--- src/rtl/pipe_pkg.sv ---
// Shared definitions for the elastic pipeline register: control bit map,
// default field widths and the packed slice payload.
package pipe_pkg;

  localparam int XLEN      = 32;
  localparam int REGADDR_W = 5;

  localparam int CTRL_REGWRITE = 0;
  localparam int CTRL_MEMTOREG = 1;
  localparam int CTRL_MEMREAD  = 2;
  localparam int CTRL_MEMWRITE = 3;

  localparam int CTRL_W_DEF = 4;
  // Memdata + ALUResult + RDaddr
  localparam int DATA_W_DEF = 2 * XLEN + REGADDR_W;

  typedef struct packed {
    logic [CTRL_W_DEF-1:0] ctrl;
    logic [DATA_W_DEF-1:0] data;
  } slice_payload_t;

  // True when a control word would change architectural state.
  function automatic logic has_side_effect(input logic [CTRL_W_DEF-1:0] ctrl);
    return ctrl[CTRL_REGWRITE] | ctrl[CTRL_MEMWRITE];
  endfunction

endpackage

--- src/rtl/pipe_slice.sv ---
// One valid/ctrl/data register slice. Flush and bubbles zero valid and ctrl;
// data is left alone on flush.
module pipe_slice
  import pipe_pkg::*;
#(
  parameter int CTRL_W = CTRL_W_DEF,
  parameter int DATA_W = DATA_W_DEF
) (
  input  logic              clk_i,
  input  logic              rst_n_i,
  input  logic              flush_i,
  input  logic              load_i,
  input  logic              valid_i,
  input  logic [CTRL_W-1:0] ctrl_i,
  input  logic [DATA_W-1:0] data_i,
  output logic              valid_o,
  output logic [CTRL_W-1:0] ctrl_o,
  output logic [DATA_W-1:0] data_o
);

  logic              valid_r;
  logic [CTRL_W-1:0] ctrl_r;
  logic [DATA_W-1:0] data_r;

  // Slice state: reset, flush-to-bubble, or capture on load.
  always_ff @(posedge clk_i) begin
    if (!rst_n_i) begin
      valid_r <= 1'b0;
      ctrl_r  <= {CTRL_W{1'b0}};
      data_r  <= {DATA_W{1'b0}};
    end else if (flush_i) begin
      valid_r <= 1'b0;
      ctrl_r  <= {CTRL_W{1'b0}};
    end else if (load_i) begin
      valid_r <= valid_i;
      ctrl_r  <= valid_i ? ctrl_i : {CTRL_W{1'b0}};
      data_r  <= data_i;
    end else begin
      valid_r <= valid_r;
      ctrl_r  <= ctrl_r;
      data_r  <= data_r;
    end
  end

  assign valid_o = valid_r;
  assign ctrl_o  = ctrl_r;
  assign data_o  = data_r;

endmodule

--- src/rtl/pipe_stage_reg.sv ---
// Elastic STAGES-deep pipeline register with valid/ready handshake, global
// stall and flush, and an occupancy counter.
module pipe_stage_reg
  import pipe_pkg::*;
#(
  parameter int CTRL_W = CTRL_W_DEF,
  parameter int DATA_W = DATA_W_DEF,
  parameter int STAGES = 1,
  parameter int CNT_W  = $clog2(STAGES + 1)
) (
  input  logic              clk_i,
  input  logic              rst_n_i,
  input  logic              stall_i,
  input  logic              flush_i,
  input  logic              valid_i,
  output logic              ready_o,
  input  logic [CTRL_W-1:0] ctrl_i,
  input  logic [DATA_W-1:0] data_i,
  output logic              valid_o,
  input  logic              ready_i,
  output logic [CTRL_W-1:0] ctrl_o,
  output logic [DATA_W-1:0] data_o,
  output logic [CNT_W-1:0]  count_o
);

  logic [STAGES-1:0] valid_s;
  logic [STAGES-1:0] load_s;
  logic [CTRL_W-1:0] ctrl_s [STAGES];
  logic [DATA_W-1:0] data_s [STAGES];
  logic              in_xfer_s;
  logic              out_xfer_s;
  logic [CNT_W-1:0]  count_r;

  // Ready chain from the output back to slice 0; a slice loads when empty or drained.
  always_comb begin
    logic take_v;
    take_v = ready_i;
    load_s = {STAGES{1'b0}};
    for (int k = STAGES - 1; k >= 0; k--) begin
      load_s[k] = !valid_s[k] || take_v;
      take_v    = load_s[k];
    end
  end

  for (genvar k = 0; k < STAGES; k++) begin : g_slice
    logic              valid_in_s;
    logic [CTRL_W-1:0] ctrl_in_s;
    logic [DATA_W-1:0] data_in_s;

    if (k == 0) begin : g_head
      assign valid_in_s = valid_i;
      assign ctrl_in_s  = ctrl_i;
      assign data_in_s  = data_i;
    end else begin : g_body
      assign valid_in_s = valid_s[k-1];
      assign ctrl_in_s  = ctrl_s[k-1];
      assign data_in_s  = data_s[k-1];
    end

    pipe_slice #(
      .CTRL_W (CTRL_W),
      .DATA_W (DATA_W)
    ) u_slice (
      .clk_i   (clk_i),
      .rst_n_i (rst_n_i),
      .flush_i (flush_i),
      .load_i  (load_s[k] && !stall_i),
      .valid_i (valid_in_s),
      .ctrl_i  (ctrl_in_s),
      .data_i  (data_in_s),
      .valid_o (valid_s[k]),
      .ctrl_o  (ctrl_s[k]),
      .data_o  (data_s[k])
    );
  end

  assign ready_o    = !stall_i && !flush_i && load_s[0];
  assign in_xfer_s  = valid_i && ready_o;
  assign out_xfer_s = valid_s[STAGES-1] && ready_i && !stall_i;

  // Occupancy: net of accepted and delivered entries; flush empties the pipe.
  always_ff @(posedge clk_i) begin
    if (!rst_n_i) begin
      count_r <= {CNT_W{1'b0}};
    end else if (flush_i) begin
      count_r <= {CNT_W{1'b0}};
    end else begin
      count_r <= count_r + CNT_W'(in_xfer_s) - CNT_W'(out_xfer_s);
    end
  end

  assign valid_o = valid_s[STAGES-1];
  assign ctrl_o  = ctrl_s[STAGES-1];
  assign data_o  = data_s[STAGES-1];
  assign count_o = count_r;

endmodule

--- config.mk ---
export PLATFORM = sky130hd
export DESIGN_NAME = pipe_stage_reg
export DESIGN_NICKNAME = d
export VERILOG_FILES = /design/src/rtl/pipe_pkg.sv /design/src/rtl/pipe_slice.sv /design/src/rtl/pipe_stage_reg.sv
export SDC_FILE = /design/constraint.sdc
export NUM_CORES = 1
export LEC_CHECK = 0
export CORE_UTILIZATION = 30
export CTS_CLUSTER_DIAMETER = 80
export CTS_CLUSTER_SIZE = 20
export DETAILED_ROUTE_END_ITERATION = 8
export GPL_ROUTABILITY_DRIVEN = 0
export PLACE_DENSITY = 0.68
export SKIP_LAST_GASP = 1
export SYNTH_ARGS = -nofsm -noshare
export SYNTH_HDL_FRONTEND = slang
export SYNTH_SLANG_ARGS = --single-unit
--- constraint.sdc ---
create_clock -name clk_i -period 1.25 [get_ports clk_i]
set_clock_uncertainty 0.05 [all_clocks]
set_input_delay 0.1875 -clock clk_i [delete_from_list [all_inputs] [get_ports clk_i]]
set_output_delay 0.1875 -clock clk_i [all_outputs]
set_load 0.05 [all_outputs]
==> results_dict.tcl, run 1 <==
set metrics [dict create \
    cp_slowest_cell "dfxtp_4" \
    critical_path.max_fanout 3 \
    setup_viol 70 \
    via_count 2828 \
    cap_violations 0 \
    ir_worst_vdd_mv 0.581 \
    synthAdderAreaFrac 0 \
    leakagePower_nw 2.40 \
    cp_common_cell "buf_12" \
    dp_hpwl_mm 6.17 \
    io_pins 155 \
    synth_top_cell_area_share 0.481 \
    critPathRequiredTime_ns 1.01 \
    clock_sinks 75 \
    holdPathStages 4 \
    arrival_ns 1.25 \
    syn_nets 415 \
    cts_tree "done" \
    outcome "finished with violations" \
    wl_per_cell_um 13.0 \
    hold_buffers 0 \
    area.growth.synth_to_final_pct 91.2 \
    tightestPinTransition_ns 0.287 \
    rsz0062_at_grt "yes" \
    synth_compound_area_frac 0.0176 \
    synth_seq_cells 75 \
    period_needed_ns 1.49 \
    grt_pass1_wl_mm 13.7 \
    yosys.area.top_type "dfxtp_1" \
    clk_pin_slew_ns 0.07 \
    fin_tns_setup_ns -11.77 \
    seq_area_frac_synth 0.481 \
    cp-start-kind "register" \
    cts_root_buffer "clkbuf_8" \
    instances_no_fill 643 \
    grt_max_degree 75 \
    initial_utilization 0.314 \
    io_buffers 154 \
    netlist_area_um2 3120 \
    yosys_warnings 0 \
    cts_buffers 9 \
    worstPathCellList "nor2b_4 > nor3_4 > buf_12 > buf_12" \
    cts_max_level 3 \
    syn_inst 336 \
    criticalPathCategory "register to output pin" \
    die-area_um2 10800 \
    worst-path-buf-inv 2 \
    synth_top_family_by_area "multiplexers" \
    fmax_mhz 673 \
    routed_wl_mm 8.36 \
    num_rows 36 \
    ys_top_cells_by_area "dfxtp_1, mux2i_1, nand2_1" \
    layout_setup_ws_ns -0.236 \
    antenna_cells 0 \
    layout-drive-gt1-share 0.255 \
    die-height_um 104 \
    end_kind "output pin" \
    die_w_um 104 \
    clockBufferDepth 2 \
    min_path_type "input port to register" \
    post-place-cells 618 \
    layout_common_cells "nand2_1, buf_12, clkdlybuf4s50_1, dfxtp_1, mux2i_1" \
    ant_nets 0 \
    violations "negative setup slack" \
    layout.nets 584 \
    synth_cell_types 19 \
    clk_latency_ns 0.33 \
    cp.depth 4 \
    cp_top_family "flip-flops" \
    drc_errors 0 \
    core_um2 9950 \
    finalHoldViolations 0 \
    post-route-period-util 1.19 \
    synth_simple_gate_area_frac 0.200 \
    synth_mux_area_frac 0.225 \
    slew_violations 0 \
    grt_use_total 0.159 \
    globalRoute.totalOverflow 0 \
    layout_commonest_cell "nand2_1" \
    relSlewSlack 0.809 \
    grt_pass1_vias 2835 \
    yosys.area_share.xor_xnor 0 \
    via_per_inst 4.40 \
    pwr_density_cell_nw_per_um2 1050 \
    first_iter_violations 74 \
    cpPeakStageDelay_ns 0.34 \
    first_pass_iters 4 \
    antenna_found_initial 0 \
    rr_worst_depth 6 \
    syn_avg_cell_area_um2 9.30 \
]
[report_power, final]
| part | switching (mW) | internal [mW] | total, mW |
|---|---|---|---|
| sequential | 0.127 | 2.51 | 2.63 |
| clock | 0.896 | 1.08 | 1.98 |
| combinational | 0.758 | 0.898 | 1.66 |
[repair_timing]
action | in CTS | in global routing
setup buffers | 5 | 6
pin swaps | 1 | 2
setup endpoints to repair | 63 | 74
gates resized for setup | 11 | 14
cloned | 3 | 0
[synth_stat cells (all sizes together)]
library cell    n
a21oi           6
buf            12
clkbuf         13
dfxtp          75
inv             1
mux2            1
mux2i          69
nand2         142
nand2b          2
nand3b          1
nor2            2
nor2b           1
nor3            1
o21ai           5
or3             4
or3b            1
[path summary, 6_finish.rpt]
kind                                                                  from                                          to  slack, ns
worst max register to register     g_slice[0].u_slice.valid_o$_SDFFE_PP0P_  g_slice[0].u_slice.data_o[41]$_SDFFE_PN0P_      -0.23
worst min register to register  g_slice[0].u_slice.data_o[30]$_SDFFE_PN0P_  g_slice[0].u_slice.data_o[30]$_SDFFE_PN0P_       0.44
worst max-delay path               g_slice[0].u_slice.valid_o$_SDFFE_PP0P_                                     ready_o      -0.24
worst min-delay path                                               rst_n_i     g_slice[0].u_slice.valid_o$_SDFFE_PP0P_       0.28
[flip-flops by register name, indices dropped and copies added, names as in the netlist]
register,flops
g_slice.u_slice.ctrl_o,4
g_slice.u_slice.valid_o,1
count_o,1
g_slice.u_slice.data_o,69
[stage by stage]
| step | area [µm²] | hold slack, ns | setup WS (ns) | total power [mW] | util |
|---|---|---|---|---|---|
| after floorplan | 3130 | 0.280 | -0.0635 | 3.40 | - |
| after global placement | 5590 | 0.429 | -0.386 | 4.26 | 0.562 |
| after detailed placement | 5590 | 0.435 | -0.437 | 4.29 | 0.562 |
| after CTS | 5960 | 0.262 | -0.260 | 6.35 | 0.598 |
| after global routing | 5970 | 0.296 | -0.319 | 6.53 | 0.600 |
| final | 5970 | 0.278 | -0.236 | 6.27 | 0.600 |
[worst register-to-register path: stages (launching register included)]
cell     delay, ns
dfxtp_4       0.34
nor2b_4       0.13
nor3_4        0.18
buf_12        0.14
buf_4         0.21
buf_12        0.15
mux2i_1       0.20
[final cells by class]
class,count,area [µm²]
Clock buffer,12,165
Fill cell,837,3980
Timing Repair Buffer,183,2680
Tap cell,133,166
Multi-Input combinational cell,235,1400
Sequential cell,75,1510
Inverter,1,3.75
Clock inverter,4,46.3
[cell families (layout without fill, tap and decap cells)]
group | Yosys count | in the layout
DFF | 75 | 75
buffers and inverters | 26 | 200
and+or+nand+nor | 154 | 154
muxes | 70 | 70
AOI/OAI and AO/OA | 11 | 11
[routing by layer]
layer  vias to the layer above  GRT usage  share of wire
met5                         -          0              0
met4                         0     0.0469          0.017
met3                        14     0.0564          0.059
met2                        97      0.273           0.50
met1                      1293      0.184           0.43
li1                       1424          -              -
Note: power is estimated with default switching activity, not from simulation.
==> run 2, diff against run 1 <==
CORE_UTILIZATION = 40   (was 30)
PLACE_DENSITY = 0.85   (was 0.68)
==> run 2 against run 1 <==
Against the previous run: the run still ends with negative setup slack left; final cell count fell by 5.9%; count of clock-buffer cells in the layout shrank 1; global-route usage up 4.6 points; sequential share of layout area up 0.25 points; critical path depth stayed put; critical endpoint unchanged; largest cell class unchanged; largest power group unchanged.
==> results_dict.tcl, run 2 (synthesis gave the netlist of run 1 again) <==
set metrics [dict create \
    clockBufferDepth 2 \
    setup_viol 70 \
    rsz0062_at_grt "yes" \
    critical_path.max_fanout 2 \
    clock_power_share 0.323 \
    dp_hpwl_mm 6.50 \
    pwr_density_cell_nw_per_um2 1070 \
    clk_latency_ns 0.32 \
    period_needed_ns 1.44 \
    grt_pass1_vias 2915 \
    fill_cells 439 \
    finalHoldViolations 0 \
    seqPwrFrac 0.416 \
    postLayoutCellArea_um2 5920 \
    fin_tns_setup_ns -7.79 \
    clock_sinks 75 \
    slew_violations 0 \
    via_per_inst 4.70 \
    die-area_um2 8170 \
    end_kind "output pin" \
    leakagePower_nw 2.39 \
    num_rows 31 \
    largest_reg_flops 69 \
    die_w_um 90.4 \
    arrival_ns 1.21 \
    post-place-cells 582 \
    p_sw_mw 1.73 \
    clk_pin_slew_ns 0.08 \
    min_path_type "input port to register" \
    initial_utilization 0.422 \
    layout-drive-gt1-share 0.251 \
    post-route-period-util 1.15 \
    io_pins 155 \
    antenna_cells 0 \
    relSlewSlack 0.790 \
    grt_max_degree 83 \
    layout_commonest_cell "nand2_1" \
    drc_errors 0 \
    intPower_mw 4.62 \
    holdWs_ns 0.291 \
    criticalPathCategory "register to output pin" \
    first_pass_iters 4 \
    seq_area_um2 1510 \
    io_buffers 154 \
    first_iter_violations 105 \
    netSwitchingFraction 0.272 \
    placed_area_um2 5500 \
    post-route-util 0.799 \
    tightestPinTransition_ns 0.315 \
    core_um2 7410 \
    layout_common_cells "nand2_1, buf_12, clkdlybuf4s50_1, dfxtp_1, mux2i_1" \
    via_count 2846 \
    violations "negative setup slack" \
    die-height_um 90.4 \
    globalRoute.totalOverflow 0 \
    grt_pass1_wl_mm 13.5 \
    routed_wl_mm 8.81 \
    antenna_found_initial 0 \
    p_total_mw 6.34 \
    place_ws_ns -0.431 \
    hold_buffers 0 \
    layout.nets 580 \
    multi_input_area_um2 1410 \
    grt_use_total 0.204 \
    combPwrFrac 0.261 \
    instances_no_fill 605 \
    ant_nets 0 \
    cap_violations 0 \
    critPathRequiredTime_ns 1.01 \
    cts_root_buffer "clkbuf_8" \
    ir_worst_vdd_mv 0.644 \
    fmax_mhz 693 \
    wl_per_cell_um 14.6 \
    layout_setup_ws_ns -0.194 \
    cts_buffers 9 \
    area.growth.synth_to_final_pct 89.3 \
    cts_max_level 3 \
    outcome "finished with violations" \
    cp-start-kind "register" \
    cts_tree "done" \
]
[run 2: worst paths after layout]
| kind | from | to | cells past startpoint | slack [ns] |
|---|---|---|---|---|
| hold reg to reg | g_slice[0].u_slice.data_o[25]$_SDFFE_PN0P_ | g_slice[0].u_slice.data_o[25]$_SDFFE_PN0P_ | 2 | 0.45 |
| setup reg to reg | g_slice[0].u_slice.valid_o$_SDFFE_PP0P_ | g_slice[0].u_slice.data_o[47]$_SDFFE_PN0P_ | 6 | -0.17 |
| hold / removal | rst_n_i | g_slice[0].u_slice.valid_o$_SDFFE_PP0P_ | 4 | 0.29 |
| setup / recovery | g_slice[0].u_slice.valid_o$_SDFFE_PP0P_ | ready_o | 4 | -0.19 |
[run 2: what timing repair did]
item	CTS	global route
pin swaps	6	2
setup endpoints to repair	70	72
gates cloned	0	4
gates resized for setup	8	13
buffers inserted	1	2
[run 2: power by group through the flow]
stage / clock network (mW) / logic, mW / registers, mW
after floorplan: 0 / 0.365 / 3.04
after global routing: 2.20 / 1.73 / 2.65
after CTS: 2.10 / 1.60 / 2.64
final: 2.05 / 1.65 / 2.64
after detailed placement: 0 / 1.58 / 2.69
after global placement: 0 / 1.55 / 2.68
[run 2: critical path, cell delays in order (launching register included)]
cell and delay (ns):
dfxtp_4 0.35, nor2b_4 0.13, nor3_4 0.14, buf_6 0.14, buf_12 0.13
[run 2: metal layers]
metal | vias up | part of all wire | global-route usage
met5 | - | 0 | 0
met2 | 114 | 0.54 | 0.382
met3 | 12 | 0.062 | 0.0530
li1 | 1418 | - | -
met1 | 1302 | 0.38 | 0.218
met4 | 0 | 0.018 | 0.0793
[run 2: layout make-up]
class	instances	area share
clock inverter	5	0.0127
multi-input combinational	235	0.238
sequential	75	0.254
timing repair buffer	179	0.448
tap	99	0.0209
clock buffer	11	0.0256
inverter	1	0.000635
==> run 3, diff against run 2 <==
TNS_END_PERCENT = 20   (was unset)
==> run 3 against run 2 <==
Against the previous run: the run still ends with negative setup slack left; wire length down 4.0%; sequential power about the same; final cell count down 0.83%; non-clock buffer count down 5; sequential share of layout area up 0.59 points; first-iteration DRC count down 8.6%; clock power about the same; maximum frequency about the same; setup slack worse by 0.0010 ns; register-to-register slack about the same; final area down 2.3%; largest cell class unchanged; largest power group unchanged.
==> results_dict.tcl, run 3 (synthesis gave the netlist of run 1 again) <==
set metrics [dict create \
    critPathRequiredTime_ns 1.01 \
    io_pins 155 \
    hold_buffers 0 \
    cpPeakStageDelay_ns 0.35 \
    clock_sinks 75 \
    ant_nets 0 \
    intPower_mw 4.58 \
    leakagePower_nw 2.33 \
    multi_input_area_um2 1390 \
    cap_violations 0 \
    die-height_um 90.4 \
    grt_pass1_wl_mm 13.5 \
    period_needed_ns 1.44 \
    reg2reg_to "g_slice[0].u_slice.data_o[36]$_SDFFE_PN0P_" \
    cts_root_buffer "clkbuf_8" \
    criticalPathCategory "register to output pin" \
    cts_max_level 3 \
    relSlewSlack 0.790 \
    clk_pin_slew_ns 0.08 \
    finalHoldViolations 0 \
    rsz0062_at_grt "yes" \
    globalRoute.totalOverflow 0 \
    layout.nets 575 \
    grt_use_total 0.204 \
    holdPathStages 4 \
    cts_tree "done" \
    clk_latency_ns 0.32 \
    instances_no_fill 600 \
    area.growth.synth_to_final_pct 85.0 \
    cts_buffers 9 \
    io_buffers 154 \
    first_iter_violations 96 \
    grt_pass1_vias 2896 \
    via_count 2829 \
    wl_per_cell_um 14.1 \
    placed_area_um2 5500 \
    grt_max_degree 83 \
    routed_wl_mm 8.46 \
    end_kind "output pin" \
    cp_slowest_cell "dfxtp_4" \
    worstPathCellList "nor2b_4 > nor3_4 > buf_6 > buf_12" \
    seqPwrFrac 0.420 \
    fill_cells 458 \
    critical_path.max_fanout 2 \
    hold_path_end "count_o$_SDFF_PP0_" \
    min_path_type "input port to register" \
    layout_commonest_cell "nand2_1" \
    combPwrFrac 0.255 \
    violations "negative setup slack" \
    postLayoutCellArea_um2 5780 \
    fin_tns_setup_ns -5.94 \
    largest_reg_flops 69 \
    post-route-period-util 1.16 \
    clock_power_share 0.326 \
    die_w_um 90.4 \
    worst-path-buf-inv 2 \
    num_rows 31 \
    cp-start-kind "register" \
    rrSetupSlack_ns -0.17 \
    seq_area_um2 1510 \
    netSwitchingFraction 0.271 \
    cp_top_family "flip-flops" \
    layout_common_cells "nand2_1, buf_12, clkdlybuf4s50_1, dfxtp_1, mux2i_1" \
    hp-start "rst_n_i" \
    clockBufferDepth 2 \
    antenna_cells 0 \
    layout_setup_ws_ns -0.195 \
    layout-drive-gt1-share 0.238 \
    r2r_start "g_slice[0].u_slice.valid_o$_SDFFE_PP0P_" \
    arrival_ns 1.21 \
    antenna_found_initial 0 \
    tightestPinTransition_ns 0.316 \
    dp_hpwl_mm 6.50 \
    pwr_density_cell_nw_per_um2 1090 \
    drc_errors 0 \
    core_um2 7410 \
    slew_violations 0 \
    p_sw_mw 1.70 \
    die-area_um2 8170 \
    setup_viol 73 \
    post-place-cells 582 \
    fmax_mhz 692 \
    p_total_mw 6.28 \
    via_per_inst 4.72 \
    first_pass_iters 4 \
    rr_worst_depth 6 \
    ir_worst_vdd_mv 0.661 \
    outcome "finished with violations" \
    initial_utilization 0.422 \
]
## run 3: per-stage QoR
stage               setup WS, ns   util  hold WS, ns
floorplan                -0.0635      -        0.280
global placement          -0.336  0.742        0.428
detailed placement        -0.431  0.742        0.435
CTS                       -0.222  0.775        0.257
global route              -0.273  0.780        0.313
finish                    -0.195  0.780        0.269
## run 3: worst min-delay path, stage by stage
cell	delay, ns
buf_4	0.12
nand2b_1	0.10
nor2_1	0.09
mux2_1	0.12
## run 3: how the worst max path moves through the flow
stage	start	to	slack, ns	cells after the start
4_1_cts	g_slice[0].u_slice.valid_o$_SDFFE_PP0P_	ready_o	-0.22	4
6_report	g_slice[0].u_slice.valid_o$_SDFFE_PP0P_	ready_o	-0.19	4
3_3_place_gp	ready_i	g_slice[0].u_slice.data_o[7]$_SDFFE_PN0P_	-0.34	6
3_5_place_dp	ready_i	g_slice[0].u_slice.data_o[30]$_SDFFE_PN0P_	-0.43	6
5_1_grt	g_slice[0].u_slice.valid_o$_SDFFE_PP0P_	ready_o	-0.27	4
2_1_floorplan	g_slice[0].u_slice.valid_o$_SDFFE_PP0P_	g_slice[0].u_slice.data_o[41]$_SDFFE_PN0P_	-0.06	5
## run 3: cell type report
cell class | count | area share
tap | 99 | 0.0214
multi-input combinational | 235 | 0.241
inverter | 1 | 0.000649
sequential | 75 | 0.260
timing repair buffer | 174 | 0.437
clock inverter | 5 | 0.0130
clock buffer | 11 | 0.0262
## run 3: timing repair
action,CTS,global route
setup endpoints to repair,70,75
resized for setup,2,4
setup buffers,1,0
cloned,0,1
hold endpoints to repair,0,0
## run 3: power groups by stage
stage                     Combinational, mW  Clock, mW  Sequential [mW]
after floorplan                       0.365          0             3.04
after global placement                 1.55          0             2.68
after detailed placement               1.58          0             2.69
after CTS                              1.59       2.10             2.64
after global routing                   1.67       2.19             2.65
final                                  1.60       2.05             2.64
## run 3: metal layers
metal | track usage | routed length, µm
met5 | 0 | 0
met4 | 0.0793 | 163
met1 | 0.218 | 3210
met2 | 0.382 | 4580
met3 | 0.0530 | 511
